$ cat config.mk
export PLATFORM = sky130hd
export DESIGN_NAME = iterative_left_shifter_flat
export DESIGN_NICKNAME = d
export VERILOG_FILES = /design/src/rtl/iterative_left_shifter_if.sv /design/src/rtl/iterative_left_shifter.sv /design/src/flat_wrapper.sv
export SDC_FILE = /design/constraint.sdc
export NUM_CORES = 1
export LEC_CHECK = 0
export ABC_CLOCK_PERIOD_IN_PS = 5900
export CAP_MARGIN = 40
export CORE_ASPECT_RATIO = 0.75
export CORE_UTILIZATION = 25
export DETAILED_ROUTE_END_ITERATION = 10
export GPL_TIMING_DRIVEN = 0
export SYNTH_ARGS = -nofsm -noshare
export SYNTH_HDL_FRONTEND = slang
export SYNTH_SLANG_ARGS = --single-unit
$ cat constraint.sdc
create_clock -name clock -period 5.9 [get_ports clock]
set_input_delay 1.18 -clock clock [delete_from_list [all_inputs] [get_ports clock]]
set_output_delay 1.18 -clock clock [all_outputs]
set_load 0.05 [all_outputs]
$ cat src/rtl/iterative_left_shifter_if.sv
// Request/result bundle for the iterative left shifter: operand, shift amount,
// start pulse in one direction; result, busy and completion strobe in the other.
interface iterative_left_shifter_if;
    logic        start;
    logic [31:0] in;
    logic [4:0]  shamt;
    logic [31:0] out;
    logic        busy;
    logic        done;

    modport master (
        output start,
        output in,
        output shamt,
        input  out,
        input  busy,
        input  done
    );

    modport slave (
        input  start,
        input  in,
        input  shamt,
        output out,
        output busy,
        output done
    );
endinterface

$ cat src/rtl/iterative_left_shifter.sv
// Multi-cycle 32-bit logical left shifter: consumes the shift amount two bits
// per clock (one on an odd final step), so no wide barrel mux is needed.
module iterative_left_shifter (
    input  logic                     clock,
    input  logic                     reset,
    iterative_left_shifter_if.slave  bus
);

    typedef enum logic [1:0] {
        IDLE  = 2'd0,
        SHIFT = 2'd1,
        DONE  = 2'd2
    } state_t;

    state_t      state_r;
    state_t      state_s;
    logic [31:0] acc_r;
    logic [31:0] acc_s;
    logic [4:0]  rem_r;
    logic [4:0]  rem_s;
    logic [31:0] out_r;
    logic [31:0] out_s;
    logic        busy_r;
    logic        done_r;

    // Next-state, accumulator, remaining-count and result selection
    always_comb begin
        state_s = state_r;
        acc_s   = acc_r;
        rem_s   = rem_r;
        out_s   = out_r;
        case (state_r)
            IDLE: begin
                if (bus.start) begin
                    acc_s = bus.in;
                    if (bus.shamt == 5'd0) begin
                        out_s   = bus.in;
                        state_s = DONE;
                    end else begin
                        rem_s   = bus.shamt;
                        state_s = SHIFT;
                    end
                end else begin
                    state_s = IDLE;
                end
            end
            SHIFT: begin
                if (rem_r >= 5'd2) begin
                    acc_s = {acc_r[29:0], 2'b00};
                    rem_s = rem_r - 5'd2;
                end else begin
                    acc_s = {acc_r[30:0], 1'b0};
                    rem_s = 5'd0;
                end
                // Result is published on the very edge the count runs out
                if (rem_s == 5'd0) begin
                    out_s   = acc_s;
                    state_s = DONE;
                end else begin
                    state_s = SHIFT;
                end
            end
            DONE: begin
                state_s = IDLE;
            end
            default: begin
                state_s = IDLE;
            end
        endcase
    end

    // State, datapath and registered status flags
    always_ff @(posedge clock or posedge reset) begin
        if (reset) begin
            state_r <= IDLE;
            acc_r   <= 32'd0;
            rem_r   <= 5'd0;
            out_r   <= 32'd0;
            busy_r  <= 1'b0;
            done_r  <= 1'b0;
        end else begin
            state_r <= state_s;
            acc_r   <= acc_s;
            rem_r   <= rem_s;
            out_r   <= out_s;
            busy_r  <= (state_s != IDLE);
            done_r  <= (state_s == DONE);
        end
    end

    assign bus.out  = out_r;
    assign bus.busy = busy_r;
    assign bus.done = done_r;

endmodule

$ cat src/flat_wrapper.sv
// flat-port wrapper written by rule: the top's interface ports become plain ports
module iterative_left_shifter_flat 
  (clock, reset, bus_start, bus_in, bus_shamt, bus_out, bus_busy, bus_done);
  iterative_left_shifter_if bus_i ();
  input  logic clock;
  input  logic reset;
  input wire logic [$bits(bus_i.start)-1:0] bus_start;
  input wire logic [$bits(bus_i.in)-1:0] bus_in;
  input wire logic [$bits(bus_i.shamt)-1:0] bus_shamt;
  output wire logic [$bits(bus_i.out)-1:0] bus_out;
  output wire logic [$bits(bus_i.busy)-1:0] bus_busy;
  output wire logic [$bits(bus_i.done)-1:0] bus_done;
  assign bus_i.start = bus_start;
  assign bus_i.in = bus_in;
  assign bus_i.shamt = bus_shamt;
  assign bus_out = bus_i.out;
  assign bus_busy = bus_i.busy;
  assign bus_done = bus_i.done;
  iterative_left_shifter u_core (.clock(clock), .reset(reset), .bus(bus_i));
endmodule
Yosys cells after proc, flatten, opt, wreduce, memory -nomap -nowiden
Cells that the tools add are included.
{ "word_totals": {"register_bits": 72, "latch_bits": 0, "mem_bits_rw": 0, "rom_bits": 0, "in_bits": 40, "output_inout_bits": 34, "elab_cells": 38, "n_memories": 0} }
{ "op_classes": {"addsub": 1, "multipliers": 0, "n_div": 0, "magnitude_cmp": 1, "n_eq_ne": 6, "shift": 0, "muxes": 16, "bitwise": 0, "reduce_logical": 8} }
{ "ops": {"columns": ["op", "n"], "rows": [
  ["$mux W32", 4],
  ["$pmux W32 S2", 1],
  ["$pmux W31 S2", 1],
  ["$mux W31", 1],
  ["$mux W5", 4],
  ["$logic_not A5 Y1", 2],
  ["$pmux W5 S2", 1],
  ["$mux W2", 3],
  ["$ge A5 B2 Y1 const B", 1],
  ["$sub A5 B2 Y5 const B", 1],
  ["$ne A2 B1 Y1 const B", 2],
  ["$ne A2 B2 Y1 const B", 2],
  ["$pmux W2 S2", 1],
  ["$reduce_and A4 Y1", 1],
  ["$reduce_bool A2 Y1", 2],
  ["$reduce_and A3 Y1", 1],
  ["$eq A2 B1 Y1 const B", 1],
  ["$eq A2 B2 Y1 const B", 1],
  ["$logic_not A2 Y1", 1],
  ["$reduce_and A2 Y1", 1]
]} }

Longest topological paths before layout
{ "logic_depth": {"word_depth": 7, "depth_mapped": 8} }

Worst setup path before layout
OpenSTA, ideal clock, no wires.
{ "synth_path": {"kind": "input port to flip-flop", "from": "input bus_shamt[1]", "to": "register u_core.out_r[13] (netlist: u_core.bus.out[13])", "setup_time_ns": 0.082, "arrival_time_ns": 2.278, "t_required_ns": 5.818, "slack_ns": 3.540, "path_stages": 5, "n_path_buf": 1, "cell_sequence": "nor4_2 nand3_1 a21boi_0 buf_2 o22ai_1"} }
{ "synth_between": {"elab_chain_len": 3} }
{ "synth_rtl": {"columns": ["element", "line", "source"], "rows": [
  ["start, declared", "flat_wrapper.sv:9", "input wire logic [$bits(bus_i.shamt)-1:0] bus_shamt;"],
  ["$logic_not A5 Y1", "iterative_left_shifter.sv:36", "if (bus.shamt == 5'd0) begin"],
  ["$ne A2 B1 Y1 (no line)", null, null],
  ["$reduce_and A4 Y1 (no line)", null, null],
  ["end signal, assigned", "iterative_left_shifter.sv:85", "out_r <= out_s;"],
  ["end, declared", "iterative_left_shifter.sv:21", "logic [31:0] out_r;"]
]} }
No other way between the ends.
A chain may end at the register's enable or synchronous reset.

Worst setup path in the final report
{ "layout_path": {"from": "input bus_start", "to": "register u_core.out_r[13] (netlist: u_core.bus.out[13])"} }
{ "layout_between": {"elab_chain_len": 2} }
{ "layout_rtl": {"columns": ["element", "line", "source"], "rows": [
  ["start, declared", "flat_wrapper.sv:7", "input wire logic [$bits(bus_i.start)-1:0] bus_start;"],
  ["$ne A2 B2 Y1 (no line)", null, null],
  ["$reduce_and A4 Y1 (no line)", null, null]
]} }
No other way between the ends.

==> impl_metrics.toml <==
[power]
power.total_mw = 3.84
power.share.sequential = 0.243
switching_power_mw = 1.81
intPower_mw = 2.03
swShare = 0.472
p_leak_nw = 2.07
comb_power_share = 0.612
peakVddDrop_mv = 0.367
power_per_cell_area_mw_per_mm2 = 736
power_frac_clock = 0.146

[floorplan]
dieArea_mm2 = 0.0161
die_w_um = 146
start_util = 0.256
fp-row-count = 39
core-area_mm2 = 0.0152
ios = 74
dieHeight_um = 110

[sta]
rsz0062_at_grt = "false"
slew_violations = 0
setup_viol = 0
clock.fmax_mhz = 335
finalCritPeriodShare = 0.505
setup_tns_ps = 0
maxSlewHeadroom = 0.542
tightest_slew_ps = 687
fin_skew_ps = 8.42
period_needed_ps = 2980
final_hold_viol_count = 0
setup_ws_ps = 2920

[final_layout]
fin_area_mm2 = 0.00521
areaGrowthSynthToFinish_pct = 33.8
fill_cells = 1572
diodes = 0
multi_input_area_mm2 = 0.00187
drive_gt1_frac = 0.146
layout_common_cells = "clkdlybuf4s50_1 (73), dfrtp_1 (72), nor2_1 (37)"
final_common_cell = "clkdlybuf4s50_1"
regArea_mm2 = 0.00180
nets = 535

[global_routing]
grt_use_total = 0.158
overflow = 0
first_global_vias = 3643
grt_pass1_wl_um = 19400
grt_max_degree = 44
grt_antenna_before_repair = 0

[synth]
seq_area_frac_synth = 0.463
synth_warnings = 0
async_flop_share = 1.00
syn_avg_cell_area_um2 = 9.52
synthDistinctLibCells = 38
synth_fp_nets = 450
synth_edf_count = 0
synth_ff_type = "dfrtp_1"
syn_area_mm2 = 0.00389
synth-seq-cells = 72
synth_cells = 409

[status]
status = "finished clean"

[run]
cap_violations = 0

[setup_path]
crit_chain = "clkdlybuf4s50_1, nor3b_4, nand3_1, clkbuf_1, nand2_1, o22ai_1"
cp_max_fo = 10
cpPeakStageDelay_ps = 510
cp-end-kind = "register"
cp-start-kind = "primary input"
arrival_ps = 3190
crit_required_ps = 6110
crit_type = "primary input to register"
slowest_stage = "clkdlybuf4s50_1"

[clock_network]
cts.repair.resized = 0
root_buffer = "clkbuf_16"
clk_pin_slew_ps = 60
clockBufferDepth = 2
cts_setup_buffers = 0
insertion_delay_ps = 340
cts_tree = "done"
hold_buffers = 0
cts_made_buffers = 9
cts_sinks = 72
htreeDepth = 3

[placement]
gp_congestion = 0.874
dp_hpwl_um = 9150
dpl_cell_area_mm2 = 0.00491
io_buffers = 73
dpl_worst_slack_ps = 2570

[routing]
routed_via_density = 5.25
vias = 3696
post_drt_wl_per_cell_um = 17.7
postRouteAntennaNets = 0
wl_um = 12500
drtIter0Drc = 241
drc = 0
firstDrtPassIters = 5

[min_path]
hold_class = "register to register"
[power groups by stage]
stage	combinational (mW)	clock [mW]	sequential, mW
floorplan	1.34	0	1.24
detailed placement	2.32	0	0.934
finish	2.35	0.559	0.931
CTS	2.33	0.569	0.930
global placement	2.28	0	0.924
global route	2.51	0.592	0.962
[cell type report]
| type | instances | share of cell area |
|---|---|---|
| Buffer | 38 | 0.0370 |
| Clock inverter | 3 | 0.00768 |
| Multi-Input combinational cell | 292 | 0.360 |
| Sequential cell | 72 | 0.346 |
| Tap cell | 205 | 0.0492 |
| Timing Repair Buffer | 74 | 0.145 |
| Clock buffer | 13 | 0.0499 |
| Inverter | 7 | 0.00552 |
[stage by stage]
stage          hold WS (ps)  cells   util
2_1_floorplan           480    409      -
3_3_place_gp            490    687  0.321
3_5_place_dp            511    688  0.323
4_1_cts                 525    704  0.342
5_1_grt                 542    704  0.342
6_report                526    704  0.342
[worst max-delay path, delay by kind of cell]
kind	cells	cell delay, ps
compound gates	1	80
simple gates	3	980
buf+inv	2	940
[flip-flops by register name (all words and copies together), names as in the netlist]
register and count:
u_core.acc_r 31, u_core.bus.out 32, u_core.rem_r 5, u_core.state_r 2
u_core.bus.done 1, u_core.bus.busy 1
[cells in the mapped netlist, types with 2 or more instances]
library cell | number | area (um2)
dfrtp_1 | 72 | 1800
nor2_1 | 37 | 139
nand2_1 | 36 | 135
a31oi_1 | 31 | 194
o21ai_1 | 31 | 155
o22ai_1 | 31 | 194
mux2_2 | 29 | 327
nand3_1 | 21 | 105
a311o_1 | 19 | 190
buf_2 | 19 | 95.1
clkbuf_1 | 15 | 56.3
a21oi_1 | 12 | 60.1
a211o_1 | 11 | 96.3
inv_1 | 7 | 26.3
o21ai_0 | 4 | 20.0
a221o_1 | 3 | 30.0
buf_6 | 3 | 33.8
nand2b_1 | 3 | 18.8
nor3_1 | 3 | 15.0
and2_1 | 2 | 12.5
nor3b_2 | 2 | 25.0
or3b_1 | 2 | 17.5
[logic make-up after synthesis]
group | share of synthesized area
compound gates | 0.252
xor+xnor | 0.00225
fa+ha+maj | 0.00321
buf+inv | 0.0562
flops | 0.463
mux | 0.0864
simple gates | 0.137
[worst paths after layout]
path	start	to	slack (ps)	depth (start not counted)
max reg2reg	u_core.rem_r[1]$_DFFE_PP0P_	u_core.bus.out[15]$_DFFE_PP0P_	3630	8
min in group asynchronous	reset	u_core.acc_r[25]$_DFFE_PP0P_	1200	2
max in group asynchronous	reset	u_core.bus.out[8]$_DFFE_PP0P_	4150	3
max	bus_start	u_core.bus.out[13]$_DFFE_PP0P_	2920	6
min reg2reg	u_core.acc_r[30]$_DFFE_PP0P_	u_core.acc_r[30]$_DFFE_PP0P_	530	1
min	u_core.acc_r[30]$_DFFE_PP0P_	u_core.acc_r[30]$_DFFE_PP0P_	530	1
[metal layers]
metal | GRT usage | vias up | wire length [um]
li1 | - | 1706 | -
met5 | 0 | - | 0
met1 | 0.221 | 1825 | 6000
met2 | 0.236 | 149 | 5430
met3 | 0.0432 | 16 | 862
met4 | 0.0476 | 0 | 173
Power figures use the tool's default switching activity.
